File: config.mk
export PLATFORM = sky130hd
export DESIGN_NAME = i_type_issue
export DESIGN_NICKNAME = d
export VERILOG_FILES = /design/src/rtl/i_type_pkg.sv /design/src/rtl/i_type_decode.sv /design/src/rtl/i_type_issue.sv
export SDC_FILE = /design/constraint.sdc
export NUM_CORES = 1
export LEC_CHECK = 0
export ABC_AREA = 1
export ABC_CLOCK_PERIOD_IN_PS = 2600
export CORE_ASPECT_RATIO = 1.4
export CORE_UTILIZATION = 30
export DETAILED_ROUTE_END_ITERATION = 16
export PLACE_DENSITY = 0.74
export SYNTH_ARGS = -nofsm -noshare
export SYNTH_HDL_FRONTEND = slang
export SYNTH_SLANG_ARGS = --single-unit
File: constraint.sdc
create_clock -name clk -period 2.6 [get_ports clk]
set_input_delay 0.52 -clock clk [delete_from_list [all_inputs] [get_ports clk]]
set_output_delay 0.52 -clock clk [all_outputs]
set_load 0.01 [all_outputs]
File: src/rtl/i_type_pkg.sv
// i_type_pkg: shared definitions for the I-type issue path.
//   - instruction field bit positions
//   - the eight supported I-type opcodes
//   - issue FSM state encoding
//   - is_legal(): opcode legality helper
package i_type_pkg;

  localparam int unsigned INST_W = 32;

  localparam int unsigned OPC_HI = 31;
  localparam int unsigned OPC_LO = 26;
  localparam int unsigned RS_HI  = 25;
  localparam int unsigned RS_LO  = 21;
  localparam int unsigned RT_HI  = 20;
  localparam int unsigned RT_LO  = 16;
  localparam int unsigned IMM_HI = 15;
  localparam int unsigned IMM_LO = 0;

  localparam logic [5:0] OPC_ADDI  = 6'b001000;
  localparam logic [5:0] OPC_ADDIU = 6'b001001;
  localparam logic [5:0] OPC_SLTI  = 6'b001010;
  localparam logic [5:0] OPC_SLTIU = 6'b001011;
  localparam logic [5:0] OPC_ANDI  = 6'b001100;
  localparam logic [5:0] OPC_ORI   = 6'b001101;
  localparam logic [5:0] OPC_XORI  = 6'b001110;
  localparam logic [5:0] OPC_LUI   = 6'b001111;

  typedef enum logic [2:0] {
    S_IDLE = 3'd0,
    S_RD   = 3'd1,
    S_OPND = 3'd2,
    S_EXEC = 3'd3,
    S_WB   = 3'd4
  } state_t;

  function automatic logic is_legal(input logic [5:0] opc);
    return opc inside {OPC_ADDI, OPC_ADDIU, OPC_SLTI, OPC_SLTIU,
                       OPC_ANDI, OPC_ORI, OPC_XORI, OPC_LUI};
  endfunction

endpackage

File: src/rtl/i_type_decode.sv
// i_type_decode: combinational I-type field extraction.
//   inst  : instruction word
//   rs    : source register field
//   rt    : destination register field
//   imm   : raw 16-bit immediate
//   legal : opcode is one of the supported I-type ops
module i_type_decode
  import i_type_pkg::*;
(
  input  logic [INST_W-1:0] inst,
  output logic [4:0]        rs,
  output logic [4:0]        rt,
  output logic [15:0]       imm,
  output logic              legal
);

  always_comb begin
    rs    = inst[RS_HI:RS_LO];
    rt    = inst[RT_HI:RT_LO];
    imm   = inst[IMM_HI:IMM_LO];
    legal = is_legal(inst[OPC_HI:OPC_LO]);
  end

endmodule

File: src/rtl/i_type_issue.sv
// i_type_issue: issues one I-type instruction at a time to the I-type ALU
// and forwards its result to the register-file write port.
//   clk, rst              : clock, synchronous active-high reset
//   inst_valid/data/ready : instruction handshake from fetch
//   rf_rd_en/addr/data    : rs read port (data one cycle after rf_rd_en)
//   alu_inst/i1/i2        : instruction, operand and raw immediate to the ALU
//   alu_out               : combinational ALU result
//   wb_valid/addr/data/ready : rt write-back handshake
//   illegal               : one-cycle pulse after accepting a bad opcode
module i_type_issue
  import i_type_pkg::*;
#(
  parameter int unsigned DATA_W = 32,
  parameter int unsigned IMM_W  = 16,
  parameter int unsigned REG_AW = 5
) (
  input  logic              clk,
  input  logic              rst,
  input  logic              inst_valid,
  input  logic [31:0]       inst_data,
  output logic              inst_ready,
  output logic              rf_rd_en,
  output logic [REG_AW-1:0] rf_rd_addr,
  input  logic [DATA_W-1:0] rf_rd_data,
  output logic [31:0]       alu_inst,
  output logic [DATA_W-1:0] alu_i1,
  output logic [IMM_W-1:0]  alu_i2,
  input  logic [DATA_W-1:0] alu_out,
  output logic              wb_valid,
  output logic [REG_AW-1:0] wb_addr,
  output logic [DATA_W-1:0] wb_data,
  input  logic              wb_ready,
  output logic              illegal
);

  state_t      state;
  logic [31:0] dec_in;
  logic [4:0]  dec_rs;
  logic [4:0]  dec_rt;
  logic [15:0] dec_imm;
  logic        dec_legal;

  // One decoder serves both phases: in IDLE it looks at the offered word
  // (legality, immediate), afterwards at the held instruction (rs, rt).
  assign dec_in = (state == S_IDLE) ? inst_data : alu_inst;

  i_type_decode u_decode (
    .inst  (dec_in),
    .rs    (dec_rs),
    .rt    (dec_rt),
    .imm   (dec_imm),
    .legal (dec_legal)
  );

  always_comb begin
    inst_ready = (state == S_IDLE);
    rf_rd_en   = (state == S_RD) && (dec_rs != 5'd0);
    rf_rd_addr = rf_rd_en ? REG_AW'(dec_rs) : '0;
    wb_valid   = (state == S_WB);
  end

  always_ff @(posedge clk) begin
    if (rst) begin
      state    <= S_IDLE;
      alu_inst <= '0;
      alu_i1   <= '0;
      alu_i2   <= '0;
      wb_addr  <= '0;
      wb_data  <= '0;
      illegal  <= 1'b0;
    end else begin
      illegal <= 1'b0;
      case (state)
        S_IDLE: begin
          if (inst_valid) begin
            alu_inst <= inst_data;
            alu_i2   <= IMM_W'(dec_imm);
            if (dec_legal) state   <= S_RD;
            else           illegal <= 1'b1;
          end
        end
        S_RD:   state <= S_OPND;
        S_OPND: begin
          alu_i1 <= (dec_rs == 5'd0) ? '0 : rf_rd_data;
          state  <= S_EXEC;
        end
        S_EXEC: begin
          wb_data <= alu_out;
          wb_addr <= REG_AW'(dec_rt);
          state   <= (dec_rt == 5'd0) ? S_IDLE : S_WB;
        end
        S_WB:    if (wb_ready) state <= S_IDLE;
        default: state <= S_IDLE;
      endcase
    end
  end

endmodule
==> out/qor.txt, run 1 <==
Yosys top cell area share -> 50.91%
WP data arrival -> 2.01 ns
CTS Sinks -> 121
Fillers -> 1498
Mean Syn Cell Area -> 7.891 µm²
Post-synthesis mux area share -> 0%
Most common cell after layout, fill and taps aside -> clkdlybuf4s50_1
Vias -> 4662
Power Internal -> 4.083 mW
Clk pwr share -> 47.3%
ANT cells -> 0
Nets -> 921
CP startpoint kind -> input pin
Rows -> 54
H-tree Lvls -> 4
Final worst-path cycle share -> 97.24%
Achievable Freq -> 395.5 MHz
Slew Limit Fails -> 0
# setup viols final -> 0
First drt pass iteration count -> 4
CTS Buf Count -> 17
Antenna Nets Post-Route -> 0
Pre-CTS setup slack -> -0.02509 ns
Synthesized area -> 4758 µm²
Detailed-route DRC error count -> 0
Syn Inst Count -> 603
Hold_ws -> 0.4589 ns
Placed cell areas -> 7206 µm²
Grt total ovfl -> 0
Crit path time final -> 2.528 ns
Initial Util -> 30.62%
Largest family of logic cells by synthesized area -> compound AO/OA/AOI/OAI gates
CTS tree -> built
Clock-pin slew on the worst setup and hold paths -> 0.05 ns
Clk_lat worst skew -> 0.41 ns
Vias in the first global route -> 4399
Hold Vio Cnt, Final -> 0
Leakage power -> 3.286 nW
Core region area -> 15540 µm²
Syn Nets -> 703
Initial DRC Count -> 260
Cell taking the most area after synthesis -> dfxtp_1
Synth Area in Simple Gates -> 15.83%
Critical Path RT -> 2.08 ns
Initial antenna violation count -> 0
CP max stage delay -> 0.47 ns
RSZ-0062 raised after global routing -> no
Crit Path Max Fanout -> 3
Synthesized flop and latch total -> 121
Seq/Total Area, Yosys -> 50.91%
Fraction of layout cells with a size suffix above 1 -> 8.764%
P per Cell Area -> 676.2 nW/µm²
Final Cell Area -> 7874 µm²
Critical path endpoint category -> output pin
CTS Hold Buffers Added -> 0
Register share of total power -> 37.6%
Sw Ratio -> 23.30%
Pin count of the biggest net entering global routing -> 66
VDD IR max -> 427.9 µV
Synthesis Warnings -> 0
Most frequent cells in the layout -> clkdlybuf4s50_1, dfxtp_1, nor2_1
PnR worst setup slack -> 0.07172 ns
First-pass GRT wire length -> 21850 µm
Post-synthesis xor/xnor area fraction -> 0%
Max-cap violations -> 0
Setup Skew -> 0.007014 ns
Worst Tran Pin Value -> 0.8679 ns
Synth unique cells -> 28
Die Span X -> 108.4 µm
Outcome -> completed
CTS Buffer Depth -> 2
CTS root buffer -> clkbuf_16
Post-Route WL -> 14340 µm
Drt wl/cell -> 13.93 µm
Post-synthesis compound-gate area fraction -> 23.56%
Port-buffer cells -> 225
DIE AREA -> 16380 µm²
Adder-cell share of the synthesized area -> 0%
Layout overhead on the synthesized area -> 65.47%
HPWL after DPL -> 9878 µm
Total track usage -> 17.39%
Hold crit path type -> register to register
CP cell instances -> clkdlybuf4s50_1, nand3b_1, nand2_2, nand3_4, o21ai_4, inv_2, clkdlybuf4s50_1
I/O pin count -> 226
Die height -> 151.0 µm
Kind of critical path -> input pin to output pin
CP dominant cell by count -> clkdlybuf4s50_1
RePlAce Congestion -> 0.7858
Synth top area cells -> dfxtp_1, o21ai_0, a21oi_1
Slew margin rel. -> 42.06%
Psw -> 1.241 mW
Drt via density -> 4.531
Slowest cell on crit path -> clkdlybuf4s50_1
Combinational power share -> 15.1%
sequential cells by signal, summed over array words and instances, names as in the netlist:
signal,cells
alu_i2,16
alu_i1,32
alu_inst,32
wb_addr,5
illegal,1
state,3
wb_data,32
final timing paths:
check,start,endpoint,slack (ns),depth (start not counted)
worst max register to register,state[2]$_SDFFE_PP0P_,alu_inst[22]$_SDFFE_PP0P_,0.77,7
worst min-delay path,alu_inst[8]$_SDFFE_PP0P_,alu_inst[8]$_SDFFE_PP0P_,0.46,2
worst max-delay path,inst_data[25],rf_rd_en,0.07,7
worst min register to register,alu_inst[8]$_SDFFE_PP0P_,alu_inst[8]$_SDFFE_PP0P_,0.46,2
Yosys cell counts, drive strengths merged:
cell type and number:
a21oi 72, buf 16, clkbuf 26, dfxtp 121
inv 66, nand2 78, nand3 11, nand3b 3
nor2 83, nor3 3, o211ai 6, o21a 1
o21ai 83, o21bai 33, o31ai 1
power by group through the flow:
stage | Combinational [mW] | Sequential [mW] | Clock (mW)
after CTS | 0.810 | 2.00 | 2.57
after detailed placement | 0.800 | 2.04 | 0
after global placement | 0.795 | 2.04 | 0
final | 0.803 | 2.00 | 2.52
after floorplan | 0.319 | 2.08 | 0
after global routing | 0.878 | 2.01 | 2.66
layout make-up:
cell class	count	area, µm²	area share [%]
Inverter	66	250.2	3.178
Timing Repair Buffer	241	2416	30.68
Multi-Input combinational cell	374	1904	24.19
Clock buffer	25	495.5	6.293
Sequential cell	121	2426	30.81
Clock inverter	6	136.4	1.732
Tap cell	196	245.2	3.115
critical path: cells and delay by family:
kind | cells | cell delay (ns)
buffers and inverters | 3 | 0.96
and+or+nand+nor | 3 | 0.37
AOI/OAI and AO/OA | 1 | 0.15
per-layer routing:
metal	global-route usage, %	vias to the layer above	part of all wire [%]
li1	-	2383	-
met1	19.25	2122	42
met2	29.78	142	50
met3	6.670	15	6.5
met4	6.689	0	1.7
met5	0	-	0
through the flow:
stage | utilization [%] | std cells | total power, mW | setup TNS [ns]
2_1_floorplan | - | 603 | 2.404 | 0
3_3_place_gp | 46.37 | 997 | 2.832 | -0.03655
3_5_place_dp | 46.37 | 997 | 2.841 | -0.02509
4_1_cts | 50.60 | 1029 | 5.388 | 0
5_1_grt | 50.67 | 1029 | 5.553 | 0
6_report | 50.67 | 1029 | 5.324 | 0
cell families (layout without fill, tap and decap cells):
kind of cell | count (synthesis) | count (layout)
compound gates | 196 | 196
simple gates | 178 | 178
flops | 121 | 121
buf+inv | 108 | 338
repair_timing:
action | 4_1_cts | 5_1_grt
gates cloned | 0 | 0
setup endpoints to repair | 5 | 4
resized for setup | 7 | 5
pin swaps | 2 | 0
setup buffers | 1 | 0
No activity file was read; power rests on OpenSTA's default activity.
==> run 2: changes to the inputs <==
- PLACE_DENSITY: 0.74 -> 0.72
- SLEW_MARGIN: default -> 20
- SYNTH_HIERARCHICAL: default -> 1
==> run 2 against run 1 <==
  * Synthesized cell count grew 34%
  * Sequential share of layout area shrank 1.6 points
  * Combinational power grew to 4.3 times the previous value
  * First-iteration DRC count grew 37%
  * Worst hold slack gained 0.020 ns
  * Non-clock buffer count grew 11
  * Register-to-register slack gained 0.15 ns
  * Core utilization shrank 3.1 points
  * Clock power shrank 15%
  * Setup slack gained 0.11 ns
  * Routed wire length grew 5.3%
  * Highest routed layer unchanged
  * Cell count grew 22%
==> out/qor.txt, run 2 <==
Final worst-path cycle share -> 93.16% (was 97.24%)
R2R cell count -> 6 (was 7)
Vias in the first global route -> 5086 (was 4399)
Nets -> 1110 (was 921)
Crit Reg-Reg Startpoint -> state[0]$_SDFFE_PP0P_ (was state[2]$_SDFFE_PP0P_)
H-tree Lvls -> 4 (unchanged)
Clock-pin slew on the worst setup and hold paths -> 0.06 ns (was 0.05 ns)
Total track usage -> 16.86% (was 17.39%)
Die Span X -> 115.1 µm (was 108.4 µm)
# setup viols final -> 0 (unchanged)
CP startpoint kind -> register (was input pin)
CTS Hold Buffers Added -> 0 (unchanged)
Leakage power -> 3.831 nW (was 3.286 nW)
CTS Buffer Depth -> 2 (unchanged)
Worst Tran Pin Value -> 0.5929 ns (was 0.8679 ns)
Hold_sp -> wb_data[12]$_SDFFE_PP0N_ (was alu_inst[8]$_SDFFE_PP0P_)
Fillers -> 1737 (was 1498)
Most common cell after layout, fill and taps aside -> clkdlybuf4s50_1 (unchanged)
Critical path endpoint category -> output pin (unchanged)
Crit path time final -> 2.422 ns (was 2.528 ns)
Synthesis Warnings -> 6 (was 0)
First-pass GRT wire length -> 24260 µm (was 21850 µm)
Highest routed layer -> met4 (unchanged)
WP data arrival -> 1.90 ns (was 2.01 ns)
First drt pass iteration count -> 4 (unchanged)
Max-cap violations -> 0 (unchanged)
Initial Util -> 30.74% (was 30.62%)
Final Cell Area -> 8309 µm² (was 7874 µm²)
Crit Path Max Fanout -> 6 (was 3)
Fraction of layout cells with a size suffix above 1 -> 7.429% (was 8.764%)
Pin count of the biggest net entering global routing -> 65 (was 66)
Detailed-route DRC error count -> 0 (unchanged)
Non-Filler Instances -> 1259 (was 1029)
VDD IR max -> 443.8 µV (was 427.9 µV)
CTS Sinks -> 121 (unchanged)
Drt wl/cell -> 11.99 µm (was 13.93 µm)
CP max stage delay -> 0.32 ns (was 0.47 ns)
Initial DRC Count -> 356 (was 260)
Drt via density -> 4.181 (was 4.531)
Placed cell areas -> 7736 µm² (was 7206 µm²)
Wire length on met3 -> 1337 µm (was 932 µm)
Vias -> 5264 (was 4662)
Post-placement cell count -> 1225 (was 997)
Kind of critical path -> register to output pin (was input pin to output pin)
Die height -> 160.3 µm (was 151.0 µm)
Hold_ws -> 0.4786 ns (was 0.4589 ns)
Slew Limit Fails -> 0 (unchanged)
HPWL after DPL -> 10790 µm (was 9878 µm)
Layout overhead on the synthesized area -> 54.69% (was 65.47%)
Port-buffer cells -> 225 (unchanged)
Outcome -> completed (unchanged)
Hold Vio Cnt, Final -> 0 (unchanged)
Rows -> 57 (was 54)
Initial antenna violation count -> 0 (unchanged)
Family with the most delay on the worst path -> buffers and inverters (unchanged)
Hold Crit Endpoint -> wb_data[12]$_SDFFE_PP0N_ (was alu_inst[8]$_SDFFE_PP0P_)
Top Registers -> alu_i1 x32, alu_inst x32, wb_data x32 (unchanged)
Synthesized area -> 5371 µm² (was 4758 µm²)
Syn Nets -> 910 (was 703)
Post-Route WL -> 15090 µm (was 14340 µm)
FF-to-FF setup slack -> 0.92 ns (was 0.77 ns)
Hold crit path type -> register to register (unchanged)
Most frequent cells in the layout -> clkdlybuf4s50_1, nand2_1, nor2_1 (was clkdlybuf4s50_1, dfxtp_1, nor2_1)
WP buf/inv -> 7 (was 3)
ANT cells -> 0 (unchanged)
WL met2 -> 7208 µm (was 7181 µm)
Hold Crit Depth -> 2 (unchanged)
CP cell instances -> inv_1, nand2_4, clkinv_4, buf_4, nand2_1, o21ai_2, nor2_1, nand3_1, nand2_2, buf_6, buf_4, inv_1, buf_2 (was clkdlybuf4s50_1, nand3b_1, nand2_2, nand3_4, o21ai_4, inv_2, clkdlybuf4s50_1)
CTS root buffer -> clkbuf_16 (unchanged)
CTS Buf Count -> 17 (unchanged)
Clk_lat worst skew -> 0.41 ns (about the same)
Grt total ovfl -> 0 (unchanged)
P per Cell Area -> 986.1 nW/µm² (was 676.2 nW/µm²)
Slew margin rel. -> 60.37% (was 42.06%)
Critical Path RT -> 2.08 ns (about the same)
I/O pin count -> 226 (unchanged)
Mean Syn Cell Area -> 6.631 µm² (was 7.891 µm²)
Core region area -> 17470 µm² (was 15540 µm²)
Syn Inst Count -> 810 (was 603)
Achievable Freq -> 412.9 MHz (was 395.5 MHz)
WL met1 -> 6035 µm (was 5979 µm)
Setup Skew -> 0.01095 ns (was 0.007014 ns)
Antenna Nets Post-Route -> 0 (unchanged)
RePlAce Congestion -> 0.7772 (was 0.7858)
Slowest cell on crit path -> dfxtp_2 (was clkdlybuf4s50_1)
DIE AREA -> 18450 µm² (was 16380 µm²)
CTS tree -> built (unchanged)
RSZ-0062 raised after global routing -> no (unchanged)
Reg2reg end -> alu_i1[21]$_SDFFE_PP0N_ (was alu_inst[22]$_SDFFE_PP0P_)
==> run 2: what timing repair did <==
item	in CTS	in global routing
cloned	1	0
setup buffers	2	0
resized for setup	21	5
endpoints found under the setup margin	6	6
pin swaps	2	2
==> run 2: power by group <==
group          switching, mW  total (mW)  internal [mW]  leakage, nW
sequential             0.243        2.60           2.36        0.991
clock                  0.910        2.14           1.23        0.253
combinational           1.79        3.45           1.66         2.59
total                   2.95        8.19           5.25         3.83
==> run 2: worst max path at each step <==
stage	startpoint	end	slack, ns	cells past startpoint
final	state[1]$_SDFFE_PP0P_	rf_rd_en	0.18	13
after global routing	state[1]$_SDFFE_PP0P_	rf_rd_en	0.0003	13
after CTS	state[2]$_SDFFE_PP0P_	rf_rd_addr[0]	-0.07	13
after detailed placement	inst_data[24]	rf_rd_addr[0]	-0.19	8
after global placement	inst_data[24]	rf_rd_addr[0]	-0.15	8
after floorplan	state[2]$_SDFFE_PP0P_	rf_rd_addr[0]	0.44	12
==> run 2: layout make-up <==
class / instances / area (µm²) / area share (%)
Timing Repair Buffer: 252 / 2497 / 30.06
Sequential cell: 121 / 2426 / 29.20
Multi-Input combinational cell: 488 / 2052 / 24.70
Clock inverter: 15 / 117.6 / 1.415
Tap cell: 236 / 295.3 / 3.554
Timing Repair inverter: 1 / 5.005 / 0.06023
Clock buffer: 17 / 425.4 / 5.120
Inverter: 129 / 490.5 / 5.903
==> run 2: tightest hold or removal path: cells and delay by family, from the launching register on <==
family	cells	cell delay, ns
simple gates	2	0.12
flops	1	0.32
==> run 2: per-layer routing <==
metal | vias to the layer above | track usage, %
met5 | - | 0
met4 | 0 | 7.379
met3 | 33 | 6.943
met2 | 160 | 29.24
met1 | 2271 | 17.60
li1 | 2800 | -
==> run 2: metrics by stage <==
step | utilization (%) | power [mW] | setup slack [ns] | setup TNS (ns)
2_1_floorplan | - | 4.681 | 0.4362 | 0
4_1_cts | 47.60 | 8.328 | -0.07343 | -0.07343
3_3_place_gp | 44.28 | 6.018 | -0.1511 | -0.4603
5_1_grt | 47.55 | 8.864 | 0.0002656 | 0
6_report | 47.55 | 8.194 | 0.1779 | 0
3_5_place_dp | 44.28 | 6.079 | -0.1913 | -0.6613
